`src/rtl/pipe_stage_elastic_pkg.sv`:
```
// pipe_stage_elastic_pkg: shared defaults and state encoding for the elastic pipeline stage.
package pipe_stage_elastic_pkg;
   localparam logic [15:0] NOP_IR_DEF    = 16'hF000;
   localparam logic [7:0]  CTRL_SAFE_DEF = 8'h00;
   typedef enum logic [1:0] {
      ST_EMPTY = 2'd0,
      ST_ONE   = 2'd1,
      ST_TWO   = 2'd2
   } state_e;
endpackage

```
`src/rtl/pipe_stage_elastic_sat_counter.sv`:
```
// sat_counter: saturating up-counter with synchronous clear taking priority over increment.
module sat_counter #(
   parameter int CNT_W = 16
) (
   input  logic             clk_i,
   input  logic             rst_ni,
   input  logic             inc_i,
   input  logic             clr_i,
   output logic [CNT_W-1:0] cnt_o
);
   logic [CNT_W-1:0] cnt_q, cnt_d;
   always_comb cnt_d = clr_i ? '0 : (inc_i && !(&cnt_q)) ? cnt_q + 1'b1 : cnt_q;
   always_ff @(posedge clk_i or negedge rst_ni)
      if (!rst_ni) cnt_q <= '0;
      else         cnt_q <= cnt_d;
   assign cnt_o = cnt_q;
endmodule

```
`src/rtl/pipe_stage_elastic.sv`:
```
// pipe_stage_elastic: one-cycle elastic pipeline register with 2-entry skid, flush-to-NOP
// and a saturating stall counter.
module pipe_stage_elastic
   import pipe_stage_elastic_pkg::*;
#(
   parameter int                IR_W      = 16,
   parameter int                CTRL_W    = 8,
   parameter int                DATA_W    = 64,
   parameter logic [IR_W-1:0]   NOP_IR    = NOP_IR_DEF,
   parameter logic [CTRL_W-1:0] CTRL_SAFE = CTRL_SAFE_DEF,
   parameter int                CNT_W     = 16
) (
   input  logic              clk_i,
   input  logic              rst_ni,
   input  logic              flush_i,
   input  logic              in_valid_i,
   output logic              in_ready_o,
   input  logic [IR_W-1:0]   in_ir_i,
   input  logic [CTRL_W-1:0] in_ctrl_i,
   input  logic [DATA_W-1:0] in_data_i,
   output logic              out_valid_o,
   input  logic              out_ready_i,
   output logic [IR_W-1:0]   out_ir_o,
   output logic [CTRL_W-1:0] out_ctrl_o,
   output logic [DATA_W-1:0] out_data_o,
   output logic [CNT_W-1:0]  stall_cnt_o,
   input  logic              stall_clr_i
);
   state_e              state_q, state_d;
   logic                in_ready_q;
   logic [IR_W-1:0]     ir_q, ir_d, sk_ir_q, sk_ir_d;
   logic [CTRL_W-1:0]   ctrl_q, ctrl_d, sk_ctrl_q, sk_ctrl_d;
   logic [DATA_W-1:0]   data_q, data_d, sk_data_q, sk_data_d;
   logic                in_fire, out_fire;
   assign in_fire  = in_valid_i && in_ready_q;
   assign out_fire = out_valid_o && out_ready_i;
   always_comb begin
      state_d   = state_q;
      ir_d      = ir_q;
      ctrl_d    = ctrl_q;
      data_d    = data_q;
      sk_ir_d   = sk_ir_q;
      sk_ctrl_d = sk_ctrl_q;
      sk_data_d = sk_data_q;
      case (state_q)
         ST_EMPTY: if (in_fire) begin
            state_d = ST_ONE;
            ir_d    = in_ir_i;
            ctrl_d  = in_ctrl_i;
            data_d  = in_data_i;
         end
         ST_ONE: if (in_fire && out_fire) begin
            ir_d   = in_ir_i;
            ctrl_d = in_ctrl_i;
            data_d = in_data_i;
         end else if (in_fire) begin
            state_d   = ST_TWO;
            sk_ir_d   = in_ir_i;
            sk_ctrl_d = in_ctrl_i;
            sk_data_d = in_data_i;
         end else if (out_fire) state_d = ST_EMPTY;
         ST_TWO: if (out_fire) begin
            state_d = ST_ONE;
            ir_d    = sk_ir_q;
            ctrl_d  = sk_ctrl_q;
            data_d  = sk_data_q;
         end
         default: state_d = ST_EMPTY;
      endcase
      // flush wins over any transfer, including an accept in the same cycle
      if (flush_i) begin
         state_d = ST_EMPTY;
         ir_d    = NOP_IR;
         ctrl_d  = CTRL_SAFE;
         data_d  = '0;
      end
   end
   always_ff @(posedge clk_i or negedge rst_ni)
      if (!rst_ni) begin
         state_q    <= ST_EMPTY;
         in_ready_q <= 1'b1;
         ir_q       <= NOP_IR;
         ctrl_q     <= CTRL_SAFE;
         data_q     <= '0;
         sk_ir_q    <= NOP_IR;
         sk_ctrl_q  <= CTRL_SAFE;
         sk_data_q  <= '0;
      end else begin
         state_q    <= state_d;
         in_ready_q <= state_d != ST_TWO;
         ir_q       <= ir_d;
         ctrl_q     <= ctrl_d;
         data_q     <= data_d;
         sk_ir_q    <= sk_ir_d;
         sk_ctrl_q  <= sk_ctrl_d;
         sk_data_q  <= sk_data_d;
      end
   assign in_ready_o  = in_ready_q;
   assign out_valid_o = state_q != ST_EMPTY;
   assign out_ir_o    = out_valid_o ? ir_q : NOP_IR;
   assign out_ctrl_o  = out_valid_o ? ctrl_q : CTRL_SAFE;
   assign out_data_o  = data_q;
   sat_counter #(.CNT_W(CNT_W)) u_stall_cnt (
      .clk_i (clk_i),
      .rst_ni(rst_ni),
      .inc_i (out_valid_o && !out_ready_i),
      .clr_i (stall_clr_i),
      .cnt_o (stall_cnt_o)
   );
endmodule

```
`config.mk`:
```
export PLATFORM = sky130hd
export DESIGN_NAME = pipe_stage_elastic
export DESIGN_NICKNAME = d
export VERILOG_FILES = /design/src/rtl/pipe_stage_elastic_pkg.sv /design/src/rtl/pipe_stage_elastic_sat_counter.sv /design/src/rtl/pipe_stage_elastic.sv
export SDC_FILE = /design/constraint.sdc
export NUM_CORES = 1
export LEC_CHECK = 0
export BUFFER_PORTS_ARGS = -buffer_cell sky130_fd_sc_hd__buf_4
export CORE_MARGIN = 10
export CORE_UTILIZATION = 45
export CTS_CLUSTER_SIZE = 14
export DETAILED_ROUTE_END_ITERATION = 8
export GPL_TIMING_DRIVEN = 0
export PLACE_DENSITY_LB_ADDON = 0.3
export SETUP_SLACK_MARGIN = 0.1
export SLEW_MARGIN = 25
export SYNTH_ARGS = -nofsm -noshare
export SYNTH_HDL_FRONTEND = slang
export SYNTH_HIERARCHICAL = 1
export SYNTH_SLANG_ARGS = --single-unit
```
`constraint.sdc`:
```
create_clock -name clk_i -period 2.75 [get_ports clk_i]
set_input_delay 0.275 -clock clk_i [delete_from_list [all_inputs] [get_ports clk_i]]
set_output_delay 0.275 -clock clk_i [all_outputs]
set_load 0.1 [all_outputs]
```
Yosys cells after proc, flatten, opt, wreduce, memory -nomap -nowiden
Index checks and enable logic that the tools add are counted.
Word-level totals
  logic and storage cells: 57
  register bits after elaboration: 195
  output and inout bits: 106
Cells by class
  eq/ne operators: 6
  add/subtract/negate cells: 1
  bitwise operators: 1
  reduce and logical (&&, ||, !) cells: 14
  mux-type cells: 26
Operators by type and width (count)
  two-way mux 64 bit: 4
  case mux 64 bit (3 select lines): 1
  two-way mux 16 bit: 7
  case mux 16 bit (3 select lines): 1
  two-way mux 8 bit: 5
  case mux 8 bit (3 select lines): 1
  adder 16 x 1 -> 16 bit (second input constant): 1
  AND reduction 16 bit: 1
  two-way mux 2 bit: 6
  != test 3 bit (second input constant): 3
  case mux 2 bit (3 select lines): 1
  logical AND 1 bit: 5
  AND reduction 4 bit: 1
  nonzero test 2 bit: 2
  nonzero test 4 bit: 1
  AND reduction 3 bit: 1
  equality test 2 x 1 -> 1 bit (second input constant): 1
  equality test 2 bit (second input constant): 1
  zero test 1 bit: 2
  zero test 2 bit: 1
  != test 2 bit (second input constant): 1
  NOT 1 bit: 1

Logic depth before layout (Yosys ltp)
  word-level depth: 8
  mapped depth: 11
  depth with buffers taken out: 7

Cells and area by module
The synthesis kept the hierarchy.
Modules (own cells, without submodules)
  pipe_stage_elastic: times used 1, area an instance 8215.4 sq um, sequential area each 4490.6 sq um, cells each 651
  sat_counter: times used 1, area an instance 1003.5 sq um, sequential area each 400.4 sq um, cells each 108

Worst setup path after synthesis
No wires, ideal clock.
  kind: register -> output
  from: register state_q[0]
  to: output out_ctrl_o[0]
  path slack: 114 ps
  required time: 2475 ps
  arrival: 2361 ps
  path buffers: 2
  stages on the path, launching flop included: 6
  path through: dfrtp_1 -> inv_1 -> ha_1 -> buf_2 -> clkbuf_1 -> nor2b_1
Between the ends
  cells in the longest elaborated chain, start to end: 2
RTL lines
  start, declared: line pipe_stage_elastic.sv:29  | state_e state_q, state_d;
  start signal, assigned: line pipe_stage_elastic.sv:89  | state_q <= state_d;
  nonzero test 2 bit: line pipe_stage_elastic.sv:99  | assign out_valid_o = state_q != ST_EMPTY;
  two-way mux 8 bit: line pipe_stage_elastic.sv:101  | assign out_ctrl_o = out_valid_o ? ctrl_q : CTRL_SAFE;
  end, declared: line pipe_stage_elastic.sv:24  | output logic [CTRL_W-1:0] out_ctrl_o,
Every way passes these cells.

Worst setup path after layout
  from: register state_q[0]
  to: register u_stall_cnt.cnt_q[11] (netlist: u_stall_cnt/cnt_o[11])
Between the ends
  cells in the longest elaborated chain, start to end: 4
RTL lines
  nonzero test 2 bit: line pipe_stage_elastic.sv:99
  logical AND 1 bit: line pipe_stage_elastic.sv:106  | .inc_i (out_valid_o && !out_ready_i),
  logical AND 1 bit: line pipe_stage_elastic_sat_counter.sv:12  | always_comb cnt_d = clr_i ? '0 : (inc_i && !(&cnt_q)) ? cnt_q + 1'b1 : cnt_q;
  nonzero test 2 bit (no source line)
  end signal, assigned: line pipe_stage_elastic_sat_counter.sv:15  | else cnt_q <= cnt_d;
  end, declared: line pipe_stage_elastic_sat_counter.sv:11  | logic [CNT_W-1:0] cnt_q, cnt_d;
Every way passes these cells.
A chain may end at the register's enable or synchronous reset.

==> metrics.yaml <==
detailed_routing:
  vias: 6908
  drtIter0Drc: 313
  drtPass1Iterations: 4
  drc: 0
  top_layer: "met5"
  dr_wl_met2_um: 11700
  wl_met1_um: 10500
  wl_met3_um: 1850
  via_per_inst: 5.47
  routed_wirelength_um: 24600
  wl_per_cell_um: 19.4
  antenna_left: 0
power_and_ir_drop:
  p_sw_frac: 0.413
  vdd_drop_max_mv: 0.523
  power_density_nw_per_um2: 934
  clock_power_share: 0.221
  p_int_mw: 6.43
  power_leakage_nw: 5.04
  pwr-share-comb: 0.388
  p_seq_frac: 0.391
  p_sw_mw: 4.53
placement:
  dp_hpwl_um: 17800
  gp_congestion: 0.832
  io_buffers: 199
  dp_cells: 1230
final_layout:
  mostFrequentLayoutCells: "buf_4, dfrtp_1, nor3_1, mux2_2, mux2i_1"
  layout_commonest_cell: "buf_4"
  drive_gt1_frac: 0.403
  area_growth_pct: 27.4
  fill_cells: 1715
  diodes: 0
  final_nets: 1080
  seqCellArea_um2: 4890
  fin_cells: 1264
  multi_input_area_um2: 4000
outcome:
  status: "complete, no violations"
floorplanning:
  std_cell_rows: 52
  die_h_um: 163
  ios: 200
  coreArea_um2: 20200
  die_w_um: 163
  die_area_um2: 26600
  start_util: 0.457
logic_synthesis:
  syn_inst: 759
  ys_async_sr_fraction: 1.00
  syn_nets: 858
  synth.largest_area_cell: "dfrtp_1"
  synth_top_area_share: 0.505
  synthFlopType: "dfrtp_1"
  ys.warnings.count: 6
  avgSynthCellArea_um2: 12.1
  seq_area_frac_synth: 0.531
  synth.distinct_cells: 49
  ys_ff_latch: 195
  synth_edf_count: 0
  syn_area_um2: 9220
  synth_area_leaders: "dfrtp_1, mux2_2, mux2i_1"
clock_network:
  cts_tree: "done"
  clockBufferDepth: 2
  htreeDepth: 4
  clkTransAtPathRegs_ns: 0.07
  clock-root-buffer: "clkbuf_16"
  clock_latency_ns: 0.43
  cts.sinks: 195
  cts_made_buffers: 17
global_routing:
  grt_usage: 0.184
  grt_max_degree: 91
  grt_first_pass_wirelength_um: 39400
  antenna_found_initial: 1
  grt_pass1_vias: 7336
  gr-total-overflow: 0
setup_path:
  reg2reg_from: "state_q[0]"
  crit_path_end_kind: "register"
  crit_path_start_kind: "register"
  crit_arrival_ns: 2.86
  cp.required_ns: 3.09
  cp_max_fo: 10
  startpoint: "state_q[0]"
  worstSetupPathType: "reg2reg"
sta:
  tns_ns: 0
  maxSlewHeadroom: 0.466
  rsz0062_at_grt: "false"
  setup_viol: 0
  fmax_mhz: 398
  maxSlewViolCount: 0
  finalClockSkew_ns: 0.0106
  period_needed_ns: 2.51
  finalCritPeriodShare: 0.913
  hold_viol: 0
  tightest_slew_ns: 0.801
worst_hold_path:
  hold_class: "in2reg"
  hp-start: "in_data_i[60]"
job:
  drv_cap: 0
cell type report:
class                           instances  area share
Buffer                                 66      0.0277
Inverter                                8     0.00256
Tap cell                              270      0.0288
Clock buffer                           18      0.0374
Multi-Input combinational cell        490       0.341
Timing Repair Buffer                  203       0.135
Sequential cell                       195       0.416
Clock inverter                         14      0.0117
worst paths after layout:
path                                              end  slack, ns  cells after the start
worst max-delay path            u_stall_cnt/cnt_o[11]       0.24                      9
worst min-delay path                    sk_data_q[60]       0.07                      2
worst max register to register  u_stall_cnt/cnt_o[11]       0.24                      9
worst min register to register          sk_data_q[60]       0.50                      1
max in group asynchronous               sk_data_q[35]       1.79                      3
min in group asynchronous        u_stall_cnt/cnt_o[9]       0.27                      2
synthesized netlist by cell type (all sizes together), types with 2 or more instances:
cell type	instances
nor4	7
mux2i	86
dfrtp	186
or2	5
o221a	2
buf	35
nor2	8
inv	8
o31ai	4
dfstp	9
a211oi	90
and3	8
and4	3
o21ai	2
or4	4
nor3	90
ha	5
nor2b	30
clkbuf	31
a21oi	20
mux2	92
nand3	8
nand2	10
nor3b	2
power groups by stage:
| stage | Combinational, mW | Sequential, mW | Clock, mW |
|---|---|---|---|
| after global routing | 4.51 | 4.41 | 2.61 |
| after CTS | 4.28 | 4.29 | 2.50 |
| after detailed placement | 4.26 | 4.34 | 0 |
| after global placement | 4.18 | 4.30 | 0 |
| after floorplan | 1.83 | 5.68 | 0 |
| final | 4.25 | 4.29 | 2.42 |
critical path, stage by stage (launching register included):
cell and delay, ns:
dfrtp_1 0.43, inv_1 0.11, ha_1 0.22, buf_2 0.19, buf_2 0.22, nor2_4 0.17
nand3_1 0.18, or3_1 0.36, or4_1 0.40, a21oi_1 0.15
repair_timing:
| item | CTS | global route |
|---|---|---|
| resized for setup | 4 | 8 |
| setup buffers | 0 | 1 |
| endpoints found under the setup margin | 16 | 17 |
| endpoints found under the hold margin | 17 | 0 |
| hold buffers | 1 | 0 |
| pin swaps | 0 | 1 |
per-layer routing:
metal | vias up | global-route usage
met5 | - | 0
met1 | 3428 | 0.234
met2 | 177 | 0.288
met4 | 2 | 0.0627
li1 | 3269 | -
met3 | 32 | 0.0647
metrics by stage:
| step | hold slack, ns | setup slack, ns | total power, mW | util | cell area, µm² |
|---|---|---|---|---|---|
| 3_3_place_gp | 0.469 | -0.0249 | 8.48 | 0.548 | 11100 |
| 2_1_floorplan | -0.0206 | 0.114 | 7.51 | - | 9220 |
| 4_1_cts | 0.0533 | 0.0954 | 11.1 | 0.581 | 11700 |
| 6_report | 0.0744 | 0.238 | 11.0 | 0.582 | 11700 |
| 3_5_place_dp | 0.119 | -0.0437 | 8.61 | 0.551 | 11100 |
| 5_1_grt | 0.0601 | 0.115 | 11.5 | 0.582 | 11700 |
cell families (layout without fill, tap and decap cells):
kind of cell,after synthesis,count (layout),synth area share
mux,178,178,0.206
fa+ha+maj,5,5,0.00679
buf+inv,74,309,0.0380
simple gates,182,182,0.112
flops,195,195,0.531
compound gates,125,125,0.107
registers in the layout (all words and copies together) (netlist names):
register           flops
sk_ctrl_q              8
out_data_o            64
sk_data_q             64
sk_ir_q               16
ctrl_q                 8
in_ready_o             1
state_q                2
u_stall_cnt/cnt_o     16
ir_q                  16
No activity file was read; power rests on OpenSTA's default activity.
